File: src/rtl/puf_pkg.sv
// -----------------------------------------------------------------------------
// puf_pkg
// Shared constants for the PUF subsystem (wrapper_puf and its consumers).
//   - Default response / word / challenge / helper-data widths.
//   - Two-state encoding used by puf_response_packer.
// -----------------------------------------------------------------------------
package puf_pkg;

  localparam int PUF_RESPONSE_SIZE    = 256;
  localparam int PUF_WORD_SIZE        = 32;
  localparam int PUF_CHALLENGE_SIZE   = 64;
  localparam int PUF_HELPER_DATA_SIZE = 128;

  typedef enum logic {
    PK_IDLE = 1'b0,
    PK_SEND = 1'b1
  } pk_state_e;

endpackage : puf_pkg

File: src/rtl/puf_done_edge.sv
// -----------------------------------------------------------------------------
// puf_done_edge
// Turns the level-style DONE of wrapper_puf into a one-cycle capture event.
// done_q resets to 0, so a DONE already high at reset release counts as a rise
// on the first clock.
// Ports:
//   clk     in   system clock, rising edge
//   rst_n   in   asynchronous active-low reset
//   i_done  in   DONE level from the PUF
//   o_rise  out  i_done & ~done_q (combinational)
// -----------------------------------------------------------------------------
module puf_done_edge (
  input  logic clk,
  input  logic rst_n,
  input  logic i_done,
  output logic o_rise
);

  logic r_done_q;

  // NOTE: sequential state is written with non-blocking assignments so every
  // flop samples its inputs from before the clock edge.
  always_ff @(posedge clk or negedge rst_n) begin
    if (!rst_n) r_done_q <= 1'b0;
    else        r_done_q <= i_done;
  end

  assign o_rise = i_done & ~r_done_q;

endmodule : puf_done_edge

File: src/rtl/puf_response_packer.sv
// -----------------------------------------------------------------------------
// puf_response_packer
// Captures a RESPONSE_SIZE-bit PUF response on each DONE rise and streams it
// out LSW first as WORD_SIZE-bit words over a valid/ready handshake.
// RESPONSE_SIZE must be an integer multiple of WORD_SIZE.
// Ports:
//   CLK           in   system clock, rising edge
//   RST           in   asynchronous active-low reset
//   PUF_DONE      in   DONE level from wrapper_puf
//   PUF_RESPONSE  in   response, valid while PUF_DONE is high
//   WORD_DATA     out  current output word (holds last value when idle)
//   WORD_VALID    out  WORD_DATA is valid
//   WORD_READY    in   sink accepts the word this cycle
//   WORD_LAST     out  final word of a response
//   BUSY          out  a response is held or being streamed
//   OVERRUN       out  sticky: a response arrived while busy and was dropped
//   CLR_OVERRUN   in   synchronous clear of OVERRUN (a new overrun wins)
// -----------------------------------------------------------------------------
module puf_response_packer
  import puf_pkg::*;
#(
  parameter int RESPONSE_SIZE = PUF_RESPONSE_SIZE,
  parameter int WORD_SIZE     = PUF_WORD_SIZE
) (
  input  logic                     CLK,
  input  logic                     RST,
  input  logic                     PUF_DONE,
  input  logic [RESPONSE_SIZE-1:0] PUF_RESPONSE,
  output logic [WORD_SIZE-1:0]     WORD_DATA,
  output logic                     WORD_VALID,
  input  logic                     WORD_READY,
  output logic                     WORD_LAST,
  output logic                     BUSY,
  output logic                     OVERRUN,
  input  logic                     CLR_OVERRUN
);

  localparam int NUM_WORDS = RESPONSE_SIZE / WORD_SIZE;
  localparam int IDX_W     = (NUM_WORDS > 1) ? $clog2(NUM_WORDS) : 1;

  pk_state_e                            r_state;
  logic [IDX_W-1:0]                     r_idx;
  logic [WORD_SIZE-1:0]                 r_data;
  logic                                 r_last;
  logic                                 r_overrun;
  logic [NUM_WORDS-1:0][WORD_SIZE-1:0]  r_hold;

  logic             w_rise;
  logic             w_hs;
  logic             w_final;
  logic             w_load;
  logic [IDX_W-1:0] w_next_idx;

  puf_done_edge u_done_edge (
    .clk    (CLK),
    .rst_n  (RST),
    .i_done (PUF_DONE),
    .o_rise (w_rise)
  );

  assign w_hs       = (r_state == PK_SEND) & WORD_READY;
  assign w_final    = w_hs & r_last;
  // A rise is accepted when idle, or when it lands on the final handshake so
  // back-to-back responses stream without a valid bubble.
  assign w_load     = w_rise & ((r_state == PK_IDLE) | w_final);
  assign w_next_idx = r_idx + 1'b1;

  // NOTE: the hold register is pure datapath and is only read after a load,
  // so it carries no reset; this keeps the wide register off the reset tree.
  always_ff @(posedge CLK) begin
    if (w_load) r_hold <= PUF_RESPONSE;
  end

  always_ff @(posedge CLK or negedge RST) begin
    if (!RST) begin
      r_state   <= PK_IDLE;
      r_idx     <= '0;
      r_data    <= '0;
      r_last    <= 1'b0;
      r_overrun <= 1'b0;
    end else begin
      if (CLR_OVERRUN) r_overrun <= 1'b0;

      if (w_load) begin
        // Word 0 comes straight from the input so it is valid next cycle.
        r_state <= PK_SEND;
        r_idx   <= '0;
        r_data  <= PUF_RESPONSE[WORD_SIZE-1:0];
        r_last  <= (NUM_WORDS == 1);
      end else begin
        case (r_state)
          PK_IDLE: ;
          PK_SEND: begin
            // Rise mid-stream: drop the new response, keep streaming.
            if (w_rise) r_overrun <= 1'b1;
            if (w_final) begin
              r_state <= PK_IDLE;
              r_last  <= 1'b0;
            end else if (w_hs) begin
              r_idx  <= w_next_idx;
              r_data <= r_hold[w_next_idx];
              r_last <= (w_next_idx == IDX_W'(NUM_WORDS - 1));
            end
          end
        endcase
      end
    end
  end

  assign WORD_DATA  = r_data;
  assign WORD_VALID = (r_state == PK_SEND);
  assign BUSY       = (r_state == PK_SEND);
  assign WORD_LAST  = r_last;
  assign OVERRUN    = r_overrun;

endmodule : puf_response_packer

File: config.mk
export PLATFORM = sky130hd
export DESIGN_NAME = puf_response_packer
export DESIGN_NICKNAME = d
export VERILOG_FILES = /design/src/rtl/puf_pkg.sv /design/src/rtl/puf_done_edge.sv /design/src/rtl/puf_response_packer.sv
export SDC_FILE = /design/constraint.sdc
export NUM_CORES = 1
export LEC_CHECK = 0
export BUFFER_PORTS_ARGS = -buffer_cell sky130_fd_sc_hd__buf_2
export CAP_MARGIN = 30
export CORE_MARGIN = 1.5
export CORE_UTILIZATION = 48
export DETAILED_ROUTE_END_ITERATION = 8
export PLACE_DENSITY = 0.76
export SYNTH_ARGS = -nofsm -noshare
export SYNTH_HDL_FRONTEND = slang
export SYNTH_SLANG_ARGS = --single-unit
File: constraint.sdc
create_clock -name CLK -period 8.4 [get_ports CLK]
set_clock_uncertainty 0.2 [all_clocks]
set_input_delay 2.1 -clock CLK [delete_from_list [all_inputs] [get_ports CLK]]
set_output_delay 2.1 -clock CLK [all_outputs]
set_load 0.05 [all_outputs]
==> summary.md, run 1 <==
| Metric | Value |
|---|---|
| Post-CTS setup buffers | `0` |
| WP data required | `8.64 ns` |
| WL/cell | `19.99 um` |
| Vias per cell | `5.567` |
| Crit start category | `input pin` |
| Layout Nets | `1311` |
| # IOs | `297` |
| CTS sink cnt | `295` |
| F_max | `0.2541 GHz` |
| Seq/Total Area, Yosys | `0.7184` |
| First-pass GRT wire length | `42.39 mm` |
| Worst setup margin | `4.464 ns` |
| Vias in the first global route | `7803` |
| Largest net degree at the start of global routing | `156` |
| Die height | `161.5 um` |
| WHS Path Cells | `2` |
| Final ANT Viol Nets | `0` |
| Hold buffers post-CTS | `0` |
| Routability cong. | `0.7761` |
| Post-DP HPWL | `17.85 mm` |
| Commonest non-fill, non-tap cell in the layout | `buf_2` |
| Ratio of final minimum period to clock period | `0.4685` |
| Status | `complete, no violations` |
| DIE AREA | `26080 um^2` |
| Minimum clock period | `3.936 ns` |
| Synth unique cells | `28` |
| Area share of the largest cell type after synthesis | `0.6375` |
| Routed WL | `28.09 mm` |
| Final TNS setup | `0 ns` |
| Placement Setup Slack | `3.753 ns` |
| RSZ-0062 raised after global routing | `false` |
| Worst r2r path cells | `6` |
| Skew-Pair Late Insertion Delay | `0.54 ns` |
| Worst R2R Start | `r_idx[0]$_DFFE_PN0P_` |
| Hold Violations, Final | `0` |
| Root Driver | `clkbuf_16` |
| H-tree levels | `1` |
| Starting Density | `0.4930` |
| Max Cap Viol | `0` |
| Remaining Overflow, GRT | `0` |
| Hold_sp | `WORD_DATA[14]$_DFFE_PN0P_` |
| Inserted Clock Buffers | `30` |
| Syn-to-layout area delta | `23.32%` |
| CP Max Fanout | `46` |
| WHS Endpoint | `WORD_DATA[14]$_DFFE_PN0P_` |
| Via count | `7822` |
| Drt drc | `0` |
| Starting DRC count in detailed routing | `692` |
| Synth Net Count | `1033` |
| R2R setup slack | `4.71 ns` |
| Synthesized flop and latch total | `295` |
| Clock Tree Buf Depth | `3` |
| Core Area | `24460 um^2` |
| Worst Tran Pin Value | `1.022 ns` |
| Mean Syn Cell Area | `15.66 um^2` |
| Relative slew slack | `0.3184` |
| IO Port Bufs | `296` |
| Share of cells above drive strength 1 | `0.3576` |
| Synth warn | `0` |
| Cells after Synth | `770` |
| Antenna violations before repair | `11` |
| Leading area contributor after synthesis | `edfxtp_1` |
| Setup CP Type | `input pin to flop` |
| Synthesized cell area | `12060 um^2` |
| Num rows | `57` |
| PwrDens | `375.3 nW/um^2` |
| Fin util | `0.6079` |
| Synth top area cells | `edfxtp_1 64%, dfrtp_1 8.1%, mux2i_1 5.3%, nor3b_1 4.0%, nor3_1 2.7%` |
| Pre-Repair DR Iteration Count | `6` |
| CP Capture Type | `flop` |
| Reg-to-Reg End | `WORD_DATA[21]$_DFFE_PN0P_` |
| CTS resizes | `0` |
| LEAKAGE | `5.590 nW` |
| Critical path arrival | `4.18 ns` |
| TritonCTS clock tree | `built` |
| Final Max Tran Viols | `0` |
| Die width | `161.5 um` |
| Gr usage total | `0.2110` |
| Min-delay worst type | `flop to flop` |
| Worst-path clk slew | `0.06 ns` |
| Max rail drop VDD | `0.2178 mV` |
| Most frequent cells in the layout | `296 x buf_2, 256 x edfxtp_1, 65 x nor3b_1` |
| Final setup viols | `0` |
## sequential cells by signal (all words and copies together) (netlist names)
name,flops
u_done_edge.r_done_q,1
OVERRUN,1
WORD_LAST,1
r_hold,256
r_idx,3
WORD_DATA,32
BUSY,1
## Yosys cell counts
library cell / instances
edfxtp_1: 256
nor3b_1: 65
mux2i_1: 64
nor3_1: 64
clkbuf_1: 43
dfrtp_1: 39
nor2b_1: 34
a211oi_1: 32
a22oi_1: 32
o211ai_1: 32
o31ai_1: 32
mux2_2: 24
buf_2: 17
mux2_1: 8
nand2_1: 7
inv_1: 3
a21oi_1: 2
ha_1: 2
nand2b_1: 2
nor2_1: 2
o21ai_0: 2
o22ai_1: 2
a21o_1: 1
a22o_1: 1
buf_1: 1
buf_4: 1
o21bai_1: 1
xnor2_2: 1
## worst max-delay path, stage by stage
cell	delay, ns
buf_2	0.14
nand2_1	0.12
a21oi_4	0.15
buf_4	0.50
buf_4	0.57
buf_12	0.32
a22oi_1	0.13
o31ai_1	0.10
## worst max path at each step
| stage | endpoint | cells past startpoint | from |
|---|---|---|---|
| after global routing | WORD_DATA[22]$_DFFE_PN0P_ | 8 | WORD_READY |
| after floorplan | WORD_DATA[22]$_DFFE_PN0P_ | 5 | WORD_READY |
| after CTS | WORD_DATA[16]$_DFFE_PN0P_ | 7 | WORD_READY |
| final | WORD_DATA[16]$_DFFE_PN0P_ | 8 | WORD_READY |
| after global placement | WORD_DATA[19]$_DFFE_PN0P_ | 7 | WORD_READY |
| after detailed placement | WORD_DATA[16]$_DFFE_PN0P_ | 7 | WORD_READY |
## logic make-up after synthesis
family / share of synthesized area
flip-flops: 0.7184
AND/OR/NAND/NOR: 0.08850
XOR/XNOR: 0.001349
buffers and inverters: 0.02231
AO/OA/AOI/OAI: 0.08435
adder cells (fa/ha/maj): 0.002075
multiplexers: 0.08300
## per-stage QoR
| stage | hold slack, ns | total power, mW | instances | area [um^2] |
|---|---|---|---|---|
| 4_1_cts | 0.3027 | 5.600 | 1393 | 14800 |
| 2_1_floorplan | 0.2793 | 3.753 | 770 | 12060 |
| 3_5_place_dp | 0.2863 | 4.347 | 1338 | 13870 |
| 5_1_grt | 0.3237 | 5.878 | 1403 | 14870 |
| 3_3_place_gp | 0.2824 | 4.250 | 1336 | 13820 |
| 6_report | 0.2990 | 5.582 | 1405 | 14870 |
## cell type report
cell class,count,area [um^2]
Tap cell,324,405.4
Timing Repair Buffer,308,1649
Clock inverter,14,97.59
Inverter,3,11.26
Fill cell,1867,9590
Sequential cell,295,8667
Multi-Input combinational cell,410,3183
Clock buffer,41,833.3
Antenna cell,10,25.02
## power breakdown
group	internal, mW	switching [mW]	leakage, nW
sequential	1.86	0.117	2.78
combinational	0.866	1.49	2.36
clock	0.721	0.531	0.450
## layer usage
layer / vias to the layer above / part of all wire / track usage
li1: 3616 / - / -
met1: 3818 / 0.41 / 0.2725
met2: 318 / 0.50 / 0.3547
met3: 68 / 0.060 / 0.03878
met4: 2 / 0.035 / 0.08249
met5: - / 0.00043 / 0
Power figures use the tool's default switching activity.
==> run 2: changes to the inputs <==
Settings changed: ABC_AREA from default to 1, CORE_UTILIZATION 48 to 49.
Clock period 8.4 ns to 3.4 ns, I/O delays scaled along.
==> run 2 against run 1 <==
Compared with the run above: worst setup slack worse by 3.5 ns; final cell count up 39%; clock power rose to 2.6 times the previous value; highest routed layer unchanged.
==> summary.md, run 2 <==
| Metric | Value |
|---|---|
| Status | `complete, no violations` |
| CTS sink cnt | `295 (unchanged)` |
| LEAKAGE | `7.615 nW (+36%)` |
| Synth warn | `0 (unchanged)` |
| Setup CP Type | `flop to flop` |
| Seq/Total Area, Yosys | `0.6716 (-0.04676)` |
| IO Port Bufs | `296 (unchanged)` |
| H-tree levels | `1 (unchanged)` |
| Placed Area | `14670 um^2 (+5.8%)` |
| Antenna violations before repair | `7 (-4)` |
| Worst-path clk slew | `0.06 ns (about the same)` |
| Cells after Synth | `1318 (+71%)` |
| Synthesized flop and latch total | `295 (unchanged)` |
| Synth Net Count | `1581 (+53%)` |
| Drt drc | `0 (unchanged)` |
| Placed cells | `1900 (+42%)` |
| Layout Nets | `1860 (+42%)` |
| Worst R2R Start | `r_idx[0]$_DFFE_PN0P_` |
| Synth top area cells | `edfxtp_1 60%, nand2_1 12%, inv_1 7.6%, nand3_1 7.6%, dfrtp_1 7.6%` |
| Commonest non-fill, non-tap cell in the layout | `nand2_1` |
| Via count | `9524 (+22%)` |
| WL/cell | `16.20 um (-19%)` |
| Placement Setup Slack | `0.6802 ns (-3.073 ns)` |
| Final TNS setup | `0 ns (unchanged)` |
| Max rail drop VDD | `0.5410 mV (+150%)` |
| Worst r2r path cells | `8 (+2)` |
| Routed WL | `31.73 mm (+13%)` |
| Synthesized cell area | `12900 um^2 (+7.0%)` |
| Mean Syn Cell Area | `9.787 um^2 (-38%)` |
| Top post-synthesis cells by count | `424 x nand2_1, 262 x inv_1, 256 x edfxtp_1` |
| Skew-Pair Late Insertion Delay | `0.55 ns (about the same)` |
| CP Max Fanout | `25 (-46%)` |
| Starting DRC count in detailed routing | `871 (+26%)` |
| Relative slew slack | `0.3367 (+0.01827)` |
| Critical path arrival | `2.71 ns (-1.47 ns)` |
| Min-delay worst type | `input pin to asynchronous set/reset pin` |
| Inserted Clock Buffers | `30 (unchanged)` |
| Post-DP HPWL | `20.81 mm (+17%)` |
| R2R setup slack | `0.93 ns (-3.78 ns)` |
| Pre-Repair DR Iteration Count | `5 (-1)` |
| CP Capture Type | `flop` |
| Hold buffers post-CTS | `0 (unchanged)` |
| Worst Tran Pin Value | `0.9950 ns (-0.02740 ns)` |
| Remaining Overflow, GRT | `0 (unchanged)` |
| Final ANT Viol Nets | `0 (unchanged)` |
| CP startpoint | `r_idx[0]$_DFFE_PN0P_` |
| Die height | `165.2 um (+2.3%)` |
| Leading area contributor after synthesis | `edfxtp_1` |
| CTS resizes | `0 (unchanged)` |
| Root Driver | `clkbuf_16` |
| F_max | `0.4043 GHz` |
| Finished Cell Area | `15650 um^2 (+5.2%)` |
| Num rows | `59 (+3.5%)` |
| Hold Violations, Final | `0 (unchanged)` |
| Post-CTS setup buffers | `0 (unchanged)` |
| Reg-to-Reg End | `WORD_DATA[23]$_DFFE_PN0P_` |
| TritonCTS clock tree | `built` |
| Most frequent cells in the layout | `424 x nand2_1, 296 x buf_2, 259 x inv_1` |
| Die width | `165.2 um (+2.3%)` |
| Crit start category | `flop` |
| Area share of the largest cell type after synthesis | `0.5960 (-0.04149)` |
| Final setup viols | `0 (unchanged)` |
| Clock Tree Buf Depth | `3 (unchanged)` |
| Largest net degree at the start of global routing | `167 (+7.1%)` |
| Top-count cell post-synth | `nand2_1` |
| Most used DFF post-synth | `edfxtp_1` |
| Gr usage total | `0.2296 (+0.01864)` |
| Ratio of final minimum period to clock period | `0.7275` |
| Largest reg by FF count | `r_hold` |
| Vias in the first global route | `8972 (+15%)` |
| RSZ-0062 raised after global routing | `false` |
| Multi-input logic area | `2937 um^2 (-7.7%)` |
| DIE AREA | `27310 um^2 (+4.7%)` |
| CP endpoint | `WORD_DATA[23]$_DFFE_PN0P_` |
| Vias per cell | `4.862 (-13%)` |
| Register area | `8667 um^2 (unchanged)` |
| PwrDens | `908.6 nW/um^2 (+140%)` |
| Worst setup margin | `0.9266 ns (-3.538 ns)` |
| # IOs | `297 (unchanged)` |
| Core Area | `25910 um^2 (+5.9%)` |
| Layout fillers | `2137 (+14%)` |
| Number of flops mapped to enable cells by yosys | `256 (unchanged)` |
| Hold Slack | `0.08426 ns (-0.2148 ns)` |
| Share of cells above drive strength 1 | `0.2231 (-0.1345)` |
| Routability cong. | `0.8518 (+9.8%)` |
| Post-synth ARST share | `0.1322 (unchanged)` |
| Starting Density | `0.4978 (+0.004836)` |
| Layout Cells excl Fill | `1959 (+39%)` |
| First-pass GRT wire length | `47.51 mm (+12%)` |
| Synth unique cells | `21 (-25%)` |
| Minimum clock period | `2.473 ns` |
| Max Cap Viol | `0 (unchanged)` |
| Syn-to-layout area delta | `21.32%` |
| WP data required | `3.64 ns (-5.00 ns)` |
| Final Max Tran Viols | `0 (unchanged)` |
| Max reg flops | `256 (unchanged)` |
run 2: critical path, cell delays in order, from the launching register on:
cell	delay, ns
dfrtp_4	0.50
ha_1	0.28
xnor2_2	0.50
buf_4	0.43
nand3_1	0.18
nand2_1	0.10
nand2_1	0.05
nand2_1	0.07
nand2_1	0.05
run 2: area by class of cell:
| type | count | area share |
|---|---|---|
| Antenna cell | 6 | 0.0009595 |
| Clock buffer | 43 | 0.05373 |
| Clock inverter | 10 | 0.007676 |
| Inverter | 264 | 0.06396 |
| Multi-Input combinational cell | 696 | 0.1877 |
| Sequential cell | 295 | 0.5538 |
| Tap cell | 335 | 0.02678 |
| Timing Repair Buffer | 310 | 0.1054 |
run 2: worst min path at each step:
| stage | start | end | slack [ns] | cells after the start |
|---|---|---|---|---|
| after floorplan | r_idx[1]$_DFFE_PN0P_ | r_idx[1]$_DFFE_PN0P_ | 0.27 | 2 |
| after global placement | WORD_DATA[6]$_DFFE_PN0P_ | WORD_DATA[6]$_DFFE_PN0P_ | 0.26 | 2 |
| after detailed placement | WORD_DATA[22]$_DFFE_PN0P_ | WORD_DATA[22]$_DFFE_PN0P_ | 0.26 | 2 |
| after CTS | RST | WORD_DATA[24]$_DFFE_PN0P_ | 0.09 | 1 |
| after global routing | RST | WORD_DATA[24]$_DFFE_PN0P_ | 0.12 | 1 |
| final | RST | OVERRUN$_DFF_PN0_ | 0.08 | 1 |
run 2: kinds of logic after synthesis:
| logic type | share of synthesized area |
|---|---|
| buffers and inverters | 0.1024 |
| adders and majority gates | 0.001940 |
| and+or+nand+nor | 0.2188 |
| AOI/OAI and AO/OA | 0.003202 |
| xor gates and xnor gates | 0.001941 |
| DFF | 0.6716 |
run 2: routing by layer:
metal | share of wire | wire length [um] | track usage | vias to the layer above
met1 | 0.43 | 13530 | 0.3254 | 4393
li1 | - | - | - | 4690
met4 | 0.031 | 977 | 0.08600 | 4
met2 | 0.46 | 14720 | 0.3602 | 367
met5 | 0.00066 | 21 | 0 | -
met3 | 0.078 | 2479 | 0.03372 | 70
run 2: per-stage QoR:
stage	utilization	total power [mW]
after floorplan	-	9.280
after global placement	0.5663	10.89
after detailed placement	0.5663	11.04
after CTS	0.6034	14.31
after global routing	0.6038	15.16
final	0.6039	14.22
run 2: power by group:
group,switching (mW),internal [mW],leakage (nW),total [mW]
Clock,1.32,1.93,0.469,3.25
Sequential,0.225,4.59,2.78,4.82
Combinational,4.43,1.73,4.37,6.16
==> run 3: changes to the inputs <==
Settings changed: CORE_UTILIZATION 49 to 50, PLACE_DENSITY 0.76 to 0.75.
Clock period 3.4 ns to 2.5 ns, I/O delays scaled along.
==> run 3 against run 2 <==
Compared with the run above: via count rose by 1.5%; first-iteration DRC count fell by 6.7%; sequential cell count unchanged; non-clock buffer count up 13.
==> summary.md, run 3 (synthesis gave the netlist of run 2 again) <==
| Metric | Value |
|---|---|
| Status | `complete, no violations` |
| Core Area | `25250 um^2 (-2.5%)` |
| DIE AREA | `26770 um^2 (-2.0%)` |
| Hold Violations, Final | `0 (unchanged)` |
| Max rail drop VDD | `0.9696 mV (+79%)` |
| Switching Power | `8.394 mW (+41%)` |
| Worst-path clk slew | `0.06 ns (about the same)` |
| Routability cong. | `0.8401 (-1.4%)` |
| # IOs | `297 (unchanged)` |
| Syn-to-layout area delta | `23.25%` |
| Most frequent cells in the layout | `424 x nand2_1, 296 x buf_2, 259 x inv_1` |
| PwrDens | `1248 nW/um^2 (+37%)` |
| Skew-Pair Late Insertion Delay | `0.55 ns (about the same)` |
| RSZ-0062 raised after global routing | `false` |
| Final setup viols | `0 (unchanged)` |
| Clock Tree Buf Depth | `3 (unchanged)` |
| Layout fillers | `2058 (-3.7%)` |
| Root Driver | `clkbuf_16` |
| Relative slew slack | `0.5780 (+0.2413)` |
| Vias in the first global route | `9329 (+4.0%)` |
| Via count | `9664 (+1.5%)` |
| Post-DP HPWL | `22.69 mm (+9.0%)` |
| Antenna violations before repair | `4 (-3)` |
| Pre-Repair DR Iteration Count | `8 (+3)` |
| Final TNS setup | `0 ns (unchanged)` |
| WHS Path Cells | `1` |
| Largest reg by FF count | `r_hold` |
| Starting DRC count in detailed routing | `813 (-6.7%)` |
| F_max | `0.4608 GHz (+14%)` |
| Worst Tran Pin Value | `0.6330 ns (-0.3619 ns)` |
| Final Max Tran Viols | `0 (unchanged)` |
| WP data required | `2.80 ns (-0.84 ns)` |
| Num rows | `58 (-1.7%)` |
| CP Max Fanout | `36 (+44%)` |
| Starting Density | `0.5108 (+0.01295)` |
| First-pass GRT wire length | `50.62 mm (+6.6%)` |
| TritonCTS clock tree | `built` |
| Die width | `163.6 um (-0.99%)` |
| Max Cap Viol | `0 (unchanged)` |
| Net Sw Frac | `0.4232 (+0.003038)` |
| Hold_sp | `PUF_RESPONSE[102]` |
| Crit start category | `flop` |
| Post-CTS setup buffers | `0 (unchanged)` |
| Drt drc | `0 (unchanged)` |
| Commonest non-fill, non-tap cell in the layout | `nand2_1` |
| WHS Endpoint | `r_hold[102]$_DFFE_PP_` |
| Inserted Clock Buffers | `31 (+3.3%)` |
| Sequential power share | `0.331 (-0.008)` |
| CTS resizes | `0 (unchanged)` |
| CP Capture Type | `flop` |
| Die height | `163.6 um (-0.99%)` |
| Worst r2r path cells | `9 (+1)` |
| IO Port Bufs | `296 (unchanged)` |
| Max reg flops | `256 (unchanged)` |
| Internal | `11.44 mW (+39%)` |
| LEAKAGE | `7.729 nW (+1.5%)` |
| WL/cell | `17.05 um (+5.3%)` |
| Min-delay worst type | `input pin to flop` |
| Ratio of final minimum period to clock period | `0.8681 (+0.1406)` |
| Vias per cell | `4.903 (+0.85%)` |
| R2R setup slack | `0.33 ns (-0.60 ns)` |
| Reg-to-Reg End | `WORD_DATA[13]$_DFFE_PN0P_` |
| Worst R2R Start | `r_idx[0]$_DFFE_PN0P_` |
| Setup CP Type | `flop to flop` |
| H-tree levels | `1 (unchanged)` |
| Critical path arrival | `2.47 ns (-0.24 ns)` |
| Gr usage total | `0.2516 (+0.02202)` |
| Minimum clock period | `2.170 ns (-0.3032 ns)` |
| CTS sink cnt | `295 (unchanged)` |
| Logic pwr share | `0.443 (+0.010)` |
| Layout Nets | `1874 (+0.75%)` |
| Largest net degree at the start of global routing | `130 (-22%)` |
| Share of cells above drive strength 1 | `0.2353 (+0.01222)` |
| Final ANT Viol Nets | `0 (unchanged)` |
| Hold Slack | `0.04262 ns (-0.04163 ns)` |
| Clock Power Share | `0.226 (-0.002)` |
| Routed WL | `33.61 mm (+5.9%)` |
| Remaining Overflow, GRT | `0 (unchanged)` |
| Pwr Total | `19.83 mW (+39%)` |
==> run 3: final cells by class <==
class | count | area [um^2] | area share
diodes | 5 | 12.51 | 0.0007870
clock buffers | 48 | 929.6 | 0.05848
clock inverters | 10 | 81.33 | 0.005116
inverters | 264 | 1001 | 0.06296
multi-input cells | 696 | 2942 | 0.1850
flip-flops and latches | 295 | 8670 | 0.5453
well taps | 330 | 412.9 | 0.02597
repair buffers | 323 | 1849 | 0.1163
==> run 3: power groups by stage <==
| stage | combinational [mW] | clock (mW) | sequential, mW |
|---|---|---|---|
| global placement | 8.52 | 0 | 6.63 |
| finish | 8.79 | 4.48 | 6.56 |
| floorplan | 5.00 | 0 | 7.64 |
| detailed placement | 8.70 | 0 | 6.65 |
| global route | 9.71 | 4.73 | 6.62 |
| CTS | 8.81 | 4.56 | 6.56 |
==> run 3: worst max path at each step <==
stage / from / endpoint
2_1_floorplan: PUF_DONE / WORD_LAST$_DFFE_PN0P_
3_3_place_gp: PUF_DONE / r_hold[140]$_DFFE_PP_
3_5_place_dp: PUF_DONE / r_hold[140]$_DFFE_PP_
4_1_cts: r_idx[0]$_DFFE_PN0P_ / WORD_DATA[13]$_DFFE_PN0P_
5_1_grt: r_idx[0]$_DFFE_PN0P_ / WORD_DATA[13]$_DFFE_PN0P_
6_report: r_idx[0]$_DFFE_PN0P_ / WORD_DATA[13]$_DFFE_PN0P_
==> run 3: what timing repair did <==
item	in CTS	in global routing
hold endpoints to repair	20	0
endpoints found under the setup margin	0	0
hold buffers	1	0
==> run 3: critical path, cell delays in order, from the launching register on <==
cell and delay (ns):
dfrtp_4 0.46, inv_4 0.05, ha_2 0.34, buf_4 0.40
nand3_1 0.20, nand3_1 0.21, nand2_1 0.08, nand2_1 0.06
nand2_1 0.04, nand2_1 0.05
==> run 3: per-layer routing <==
metal  vias to the layer above  share of wire  track usage
met5                         -              0            0
met4                         0          0.034      0.09339
met3                        71          0.082      0.04215
met2                       471           0.46       0.3936
met1                      4396           0.43       0.3542
li1                       4726              -            -
==> run 3: metrics by stage <==
stage / worst slack, ns / utilization / std cells / instance area [um^2]
after global placement: 0.3013 / 0.5886 / 1907 / 14860
after global routing: 0.1904 / 0.6295 / 1971 / 15900
after floorplan: -3.186 / - / 1318 / 12920
final: 0.3297 / 0.6295 / 1971 / 15900
after detailed placement: 0.2950 / 0.5886 / 1907 / 14860
after CTS: 0.3208 / 0.6290 / 1966 / 15890
